--- config.mk ---
export PLATFORM = sky130hd
export DESIGN_NAME = uart_receiver
export DESIGN_NICKNAME = d
export VERILOG_FILES = /design/src/rtl/uart_pkg.sv /design/src/rtl/uart_receiver.sv
export SDC_FILE = /design/constraint.sdc
export NUM_CORES = 1
export LEC_CHECK = 0
export ABC_AREA = 1
export CAP_MARGIN = 40
export CORE_MARGIN = 8
export CORE_UTILIZATION = 35
export CTS_CLUSTER_SIZE = 20
export DETAILED_ROUTE_END_ITERATION = 16
export GPL_TIMING_DRIVEN = 0
export HOLD_SLACK_MARGIN = 0.05
export PLACE_DENSITY = 0.62
export SLEW_MARGIN = 20
export SYNTH_ARGS = -nofsm -noshare
export SYNTH_HDL_FRONTEND = slang
export SYNTH_SLANG_ARGS = --single-unit
--- constraint.sdc ---
create_clock -name clk -period 1.6 [get_ports clk]
set_input_delay 0.4 -clock clk [delete_from_list [all_inputs] [get_ports clk]]
set_output_delay 0.4 -clock clk [all_outputs]
set_load 0.02 [all_outputs]
--- src/rtl/uart_pkg.sv ---
// uart_pkg: shared UART state encoding and bit-timing helpers
package uart_pkg;
    localparam int DATA_BITS = 8;
    typedef enum logic [2:0] {IDLE, START, DATA, STOP, BREAK} uart_state_t;
    function automatic int half_period(input int bit_period);
        return bit_period / 2;
    endfunction
endpackage

--- src/rtl/uart_receiver.sv ---
// uart_receiver: 8N1 oversampling UART deserialiser with mid-bit start-glitch rejection
module uart_receiver
    import uart_pkg::*;
#(
    parameter int CNT_WIDTH  = 16,
    parameter int BIT_PERIOD = 868
) (
    input  logic                 clk,
    input  logic                 reset,
    input  logic                 uart_rx,
    output logic [DATA_BITS-1:0] data,
    output logic                 ok,
    output logic                 waiting
);
    localparam logic [CNT_WIDTH-1:0] HALF_M1 = CNT_WIDTH'(half_period(BIT_PERIOD) - 1);
    localparam logic [CNT_WIDTH-1:0] FULL_M1 = CNT_WIDTH'(BIT_PERIOD - 1);
    uart_state_t          state;
    logic [CNT_WIDTH-1:0] cnt;
    logic [2:0]           idx;
    logic [DATA_BITS-1:0] shreg;
    logic                 half_tick, full_tick;
    logic [DATA_BITS-1:0] next_shreg;
    assign half_tick  = cnt == HALF_M1;
    assign full_tick  = cnt == FULL_M1;
    assign next_shreg = {uart_rx, shreg[DATA_BITS-1:1]};
    assign waiting    = state == IDLE;
    always_ff @(posedge clk or negedge reset) begin
        if (!reset) begin
            state <= IDLE;
            cnt   <= '0;
            idx   <= '0;
            shreg <= '0;
            data  <= '0;
            ok    <= 1'b0;
        end else begin
            ok  <= 1'b0;
            cnt <= cnt + CNT_WIDTH'(1);
            case (state)
                IDLE: begin
                    cnt <= '0;
                    if (!uart_rx) state <= START;
                end
                START: if (half_tick) begin
                    cnt   <= '0;
                    idx   <= '0;
                    state <= uart_rx ? IDLE : DATA;
                end
                DATA: if (full_tick) begin
                    cnt   <= '0;
                    shreg <= next_shreg;
                    idx   <= idx + 3'd1;
                    if (idx == 3'(DATA_BITS - 1)) begin
                        data  <= next_shreg;
                        ok    <= 1'b1;
                        state <= STOP;
                    end
                end
                STOP: if (full_tick) begin
                    cnt   <= '0;
                    state <= uart_rx ? IDLE : BREAK;
                end
                BREAK: begin
                    // a held-low line must go high before any new start bit counts
                    cnt <= '0;
                    if (uart_rx) state <= IDLE;
                end
                default: state <= IDLE;
            endcase
        end
    end
endmodule

# Word level (Yosys, flattened, before mapping)
# Cells that the tools add are included.
[word_totals]
out_inout_bits = 10
mem_count = 0
rom_bits = 0
latch_bits = 0
mem_bits_rw = 0
ff_bits = 39
[op_classes]
eq_ne = 13
n_shift = 0
n_bitwise = 0
add_sub_neg = 2
reduce_logical = 8
div = 0
n_mul = 0
mux = 18
magnitude_cmp = 0
[op_table]
columns = ["op", "count"]
rows = [
  ["$pmux W16 S3", 1],
  ["$mux W16", 2],
  ["$mux W3", 9],
  ["$add A16 B1 Y16 const B", 1],
  ["$eq A16 B10 Y1 const B", 1],
  ["$eq A16 B9 Y1 const B", 1],
  ["$pmux W3 S5", 1],
  ["$ne A2 B2 Y1 const B", 6],
  ["$eq A3 B2 Y1 const B", 2],
  ["$eq A3 B3 Y1 const B", 2],
  ["$pmux W3 S2", 1],
  ["$reduce_and A3 Y1", 2],
  ["$reduce_and A6 Y1", 1],
  ["$reduce_or A2 Y1", 2],
  ["$add A3 B1 Y3 const B", 1],
  ["$eq A3 B1 Y1 const B", 1],
  ["$logic_not A3 Y1", 1],
  ["$mux W1", 3],
  ["$mux W2", 1],
  ["$reduce_and A2 Y1", 1],
  ["$reduce_bool A2 Y1", 1],
]

# Depth between registers and ports, before layout
# Gate-level depths: netlist (run 1).
[depth]
ltp_word = 4
ltp_mapped = 10

# Least setup slack after synthesis (run 1)
# OpenSTA, ideal clock, no wires.
[synth_timing]
path_kind = "reg-to-reg"
start = "register cnt[0]"
end = "register cnt[11]"
arrival_time_ns = 1.389
path_slack_ns = 0.091
required_ns = 1.480
path_stages_with_launch = 10
path_buffers = 1
period_less_slack_ns = 1.509
cell_sequence = "dfrtp_1 > ha_1 > nand3_1 > nor2_4 > nand2_2 > nand2_4 > nand3b_4 > inv_4 > buf_6 > nor2_1"
[synth_via]
elab_chain_cells = 3
elab_cells_between_ends = 6
[synth_rtl]
columns = ["item", "line", "source"]
rows = [
  ["start, declared", "uart_receiver.sv:18", "logic [CNT_WIDTH-1:0] cnt;"],
  ["start signal, assigned", "uart_receiver.sv:37", "cnt <= cnt + CNT_WIDTH'(1);"],
  ["$add A16 B1 Y16 (tied with other cells)", "uart_receiver.sv:37", ""],
  ["$mux W16, on equally long branches", "uart_receiver.sv:48, uart_receiver.sv:58, uart_receiver.sv:43", ""],
  ["$pmux W16 S3 *", "uart_receiver.sv:38", "case (state)"],
]
# Mark *: on every way between the ends. The rest lies on a longest branch, timed or not.
# A chain may end at the register's enable or synchronous reset.

# Worst setup path after layout (run 1)
[layout_timing]
start = "register cnt[3]"
end = "register cnt[6]"
# The elaborated chain is that of the path after synthesis.

==> flow_metrics.py, run 1 <==
metrics = {
    "setup_path": {
        "critical-path-slowest-cell": "sky130_fd_sc_hd__dfrtp_1",
        "required_ps": 1780,
        "kind_of_cell_with_the_highest_combined_delay_on_the_critical_path": "simple AND/OR/NAND/NOR gates",
        "critPathBufInv": 2,
        "setup.worst_path.start_class": "register",
        "criticalPathCategory": "reg -> reg",
        "cpPeakStageDelay_ps": 440,
        "cp.arrival_ps": 1710,
        "critical_path.most_common_cell": "sky130_fd_sc_hd__nand2_4",
        "critical_path.cell_chain": "nor2_2 -> nand2_2 -> nor2_4 -> nand2_4 -> nand2_4 -> nand3b_4 -> inv_6 -> clkbuf_16 -> nor2_1",
        "critical_path_peak_fanout": 5,
        "crit_path_end_kind": "register",
    },
    "power_and_ir_drop": {
        "vdd_ir_drop_max_v": 0.000411,
        "power.combinational.fraction_pct": 1.7,
        "share_clk_of_total_power_pct": 49.8,
        "power-per-cell-area_nw_per_um2": 766,
        "netSwitchingPower_w": 0.000386,
        "p_int_w": 0.00159,
        "power.sequential.fraction_pct": 48.4,
        "leakagePower_nw": 1.28,
        "power_switching_share_pct": 19.5,
    },
    "route": {
        "drt_iter0_markers": 98,
        "drcViolationCount": 0,
        "route.detailed.wl_per_inst_um": 11.8,
        "first_pass_iters": 5,
        "vias": 1592,
        "route.antenna.remaining_nets": 0,
        "route.detailed.vias_per_inst": 4.57,
        "totalWireLength_um": 4110,
    },
    "finish": {
        "insertedDiodeCount": 0,
        "fillers": 547,
        "layout.nets": 282,
        "layout-drive-gt1-share_pct": 26.4,
        "syn2layout_area_growth_pct": 28.5,
    },
    "clock_tree": {
        "total_number_of_clock_tree_sinks": 38,
        "ctsRootBufferMaster": "sky130_fd_sc_hd__clkbuf_8",
        "numCtsBuffers": 5,
        "clk_pin_slew_worst_paths_ps": 80,
        "tritoncts_clock_tree": "yes",
        "insertion_delay_ps": 290,
        "largest_buffer_count_on_any_clock_path": 2,
        "cts_htree_levels": 2,
    },
    "logic_synthesis": {
        "synth.net_count": 245,
        "synth.distinct_cells": 27,
        "post-synth-top-count-cell": "sky130_fd_sc_hd__nand2_1",
        "post_synth_inst_count": 238,
        "synth_edf_count": 0,
        "postSynthAreaPerCell_um2": 8.46,
        "synth-async-reset-ratio_pct": 100,
        "netlist.area_leader.share_pct": 47.2,
        "synth_largest_area_cell": "sky130_fd_sc_hd__dfrtp_1",
        "number_of_flip_flops_and_latches_in_the_synthesized_netlist": 38,
        "syn-cell-area_um2": 2010,
        "yosys-top-cells-area": "sky130_fd_sc_hd__dfrtp_1 47%, sky130_fd_sc_hd__nand2_1 9.9%, sky130_fd_sc_hd__nor2_1 7.3%",
        "dominantRegCellSynth": "sky130_fd_sc_hd__dfrtp_1",
        "total_of_warnings_raised_by_yosys": 0,
        "synth_sequential_area_ratio_pct": 47.2,
        "synthTopCellsByCount": "53 x sky130_fd_sc_hd__nand2_1, 39 x sky130_fd_sc_hd__nor2_1, 38 x sky130_fd_sc_hd__dfrtp_1",
    },
    "sta": {
        "fin_worst_hold_slack_ps": 52.3,
        "finalMaxSlewViolations": 0,
        "finalSetupViolations": 0,
        "max-slew-margin-rel_pct": 68.3,
        "worst_margin_slew_ps": 476,
        "timing.clock.skew_ps": 7.16,
        "maxClockFrequency_mhz": 655,
        "finalSetupTns_ps": 0,
        "finalWorstPathRequiredPeriod_ps": 1530,
        "final_min_period_over_clock_period_pct": 95.4,
        "timing_hold_violations_final": 0,
    },
    "grt": {
        "grt_start_max_net_pins": 22,
        "grt_pass1_vias": 1457,
        "antenna_found_initial": 0,
        "grt_overflow": 0,
        "grt_pass1_wl_um": 6670,
        "track_usage_pct": 9.75,
    },
    "flow_run": {
        "drv.max_cap_violation_count": 0,
    },
    "placement": {
        "placed_wire_length_estimate_um": 2820,
        "place.gp.congestion": 0.844,
        "i_o_buffers": 12,
    },
    "floorplan": {
        "floorplan.io_pins": 13,
        "floorplan.die.width_um": 91.8,
        "die_y_um": 91.8,
        "area_enclosed_by_the_die_boundary_um2": 8430,
        "starting_density_of_the_core_pct": 36.3,
        "rows": 27,
        "core_region_area_um2": 5540,
    },
    "run_status": {
        "run_status": "completed",
    },
    "hold_path": {
        "hp-class": "in -> async",
    },
}
-- cell families (layout without fill, tap and decap cells) --
group           after synthesis  in the layout  share of synthesized area (%)
simple gates                132            132                           31.6
buf+inv                      34             72                           7.33
compound gates               16             16                           5.28
flops                        38             38                           47.2
fa+ha+maj                     4              4                           2.49
xor+xnor                     14             14                           6.09
-- final timing paths --
path	startpoint	endpoint	slack (ps)	cells after the start
worst max-delay path	cnt[3]	cnt[6]	70	9
worst min-delay path	reset	cnt[8]	50	1
worst max register to register	cnt[3]	cnt[6]	70	9
worst min register to register	data[0]	data[0]	480	2
max in group asynchronous	reset	state[2]	1070	2
min in group clk	data[0]	data[0]	480	2
-- registers in the layout (all words and copies together) (netlist names) --
name	count
shreg	7
cnt	16
idx	3
data	8
ok	1
state	3
-- layout make-up --
type	instances	area, um2	share of cell area [%]
Timing Repair Buffer	30	278	10.7
Inverter	31	123	4.74
Buffer	3	31.3	1.21
Sequential cell	38	956	37.0
Clock inverter	3	68.8	2.66
Multi-Input combinational cell	166	971	37.5
Tap cell	72	90.1	3.48
Clock buffer	5	68.8	2.66
-- what timing repair did --
action | 4_1_cts | 5_1_grt
setup buffers | 5 | 11
hold buffers | 0 | 0
resized for setup | 17 | 17
gates cloned | 0 | 1
pin swaps | 2 | 9
setup endpoints to repair | 34 | 25
-- cells in the final DEF (no fill, tap or decap) --
master,n
sky130_fd_sc_hd__inv_6,1
sky130_fd_sc_hd__buf_6,2
sky130_fd_sc_hd__clkinv_1,1
sky130_fd_sc_hd__nand3_1,10
sky130_fd_sc_hd__clkinv_2,1
sky130_fd_sc_hd__buf_4,16
sky130_fd_sc_hd__ha_1,2
sky130_fd_sc_hd__nand3_2,3
sky130_fd_sc_hd__ha_2,1
sky130_fd_sc_hd__nand3_4,1
sky130_fd_sc_hd__o21ai_1,5
sky130_fd_sc_hd__o21ai_2,7
sky130_fd_sc_hd__buf_16,1
sky130_fd_sc_hd__nor3_2,1
sky130_fd_sc_hd__o21ai_0,4
sky130_fd_sc_hd__bufinv_16,2
sky130_fd_sc_hd__nand2_1,52
sky130_fd_sc_hd__nor2_1,37
sky130_fd_sc_hd__inv_1,27
sky130_fd_sc_hd__nand3b_4,2
sky130_fd_sc_hd__dlygate4sd2_1,9
sky130_fd_sc_hd__dfrtp_1,34
sky130_fd_sc_hd__clkdlybuf4s50_1,1
sky130_fd_sc_hd__nor2_2,6
sky130_fd_sc_hd__inv_2,1
sky130_fd_sc_hd__clkbuf_16,1
sky130_fd_sc_hd__nor2_4,3
sky130_fd_sc_hd__buf_8,1
sky130_fd_sc_hd__nand4_1,5
sky130_fd_sc_hd__clkbuf_8,5
sky130_fd_sc_hd__buf_2,2
sky130_fd_sc_hd__ha_4,1
sky130_fd_sc_hd__dfrtp_2,4
sky130_fd_sc_hd__nor3_1,2
sky130_fd_sc_hd__nand2_4,4
sky130_fd_sc_hd__xor2_1,10
sky130_fd_sc_hd__xnor2_1,4
sky130_fd_sc_hd__clkinv_4,1
sky130_fd_sc_hd__nand2_2,6
-- power by group through the flow --
stage,combinational [W],clock (W),sequential (W)
after floorplan,0.00000287,0,0.000979
after global placement,0.0000285,0,0.000979
after detailed placement,0.0000365,0,0.000979
after CTS,0.0000365,0.00102,0.000959
after global routing,0.0000397,0.00106,0.000959
final,0.0000343,0.000987,0.000959
-- worst reg2reg max path, stage by stage, from the launching register on --
cell and delay (ps):
sky130_fd_sc_hd__dfrtp_1 440, sky130_fd_sc_hd__nor2_2 170, sky130_fd_sc_hd__nand2_2 90, sky130_fd_sc_hd__nor2_4 180, sky130_fd_sc_hd__nand2_4 90, sky130_fd_sc_hd__nand2_4 80
sky130_fd_sc_hd__nand3b_4 110, sky130_fd_sc_hd__inv_6 100, sky130_fd_sc_hd__clkbuf_16 140, sky130_fd_sc_hd__nor2_1 40
-- stage by stage --
| stage | utilization (%) | power, W | area (um2) | setup WS [ps] | instances |
|---|---|---|---|---|---|
| 2_1_floorplan | - | 0.000982 | 2010 | 91.5 | 238 |
| 3_3_place_gp | 40.1 | 0.00101 | 2220 | -806 | 322 |
| 3_5_place_dp | 40.5 | 0.00102 | 2250 | -122 | 323 |
| 4_1_cts | 43.7 | 0.00202 | 2420 | 3.70 | 336 |
| 5_1_grt | 46.7 | 0.00206 | 2590 | -28.6 | 348 |
| 6_report | 46.7 | 0.00198 | 2590 | 73.6 | 348 |
-- metal layers --
metal | track usage (%) | vias up | share of wire (%)
li1 | - | 809 | -
met1 | 11.6 | 745 | 45
met2 | 16.0 | 32 | 49
met3 | 2.53 | 6 | 4.0
met4 | 4.83 | 0 | 1.8
met5 | 0 | - | 0
Note: power is estimated with default switching activity, not from simulation.
==> run 2, diff against run 1 <==
- CTS_CLUSTER_DIAMETER: unset -> 100
==> results of run 2 <==
Same layout as run 1: the final DEF is identical, and so are final timing and power.
==> run 3, diff against run 2 <==
- HOLD_SLACK_MARGIN: 0.05 -> 0.02
==> results of run 3 <==
Same layout as run 1: the final DEF is identical, and so are final timing and power.
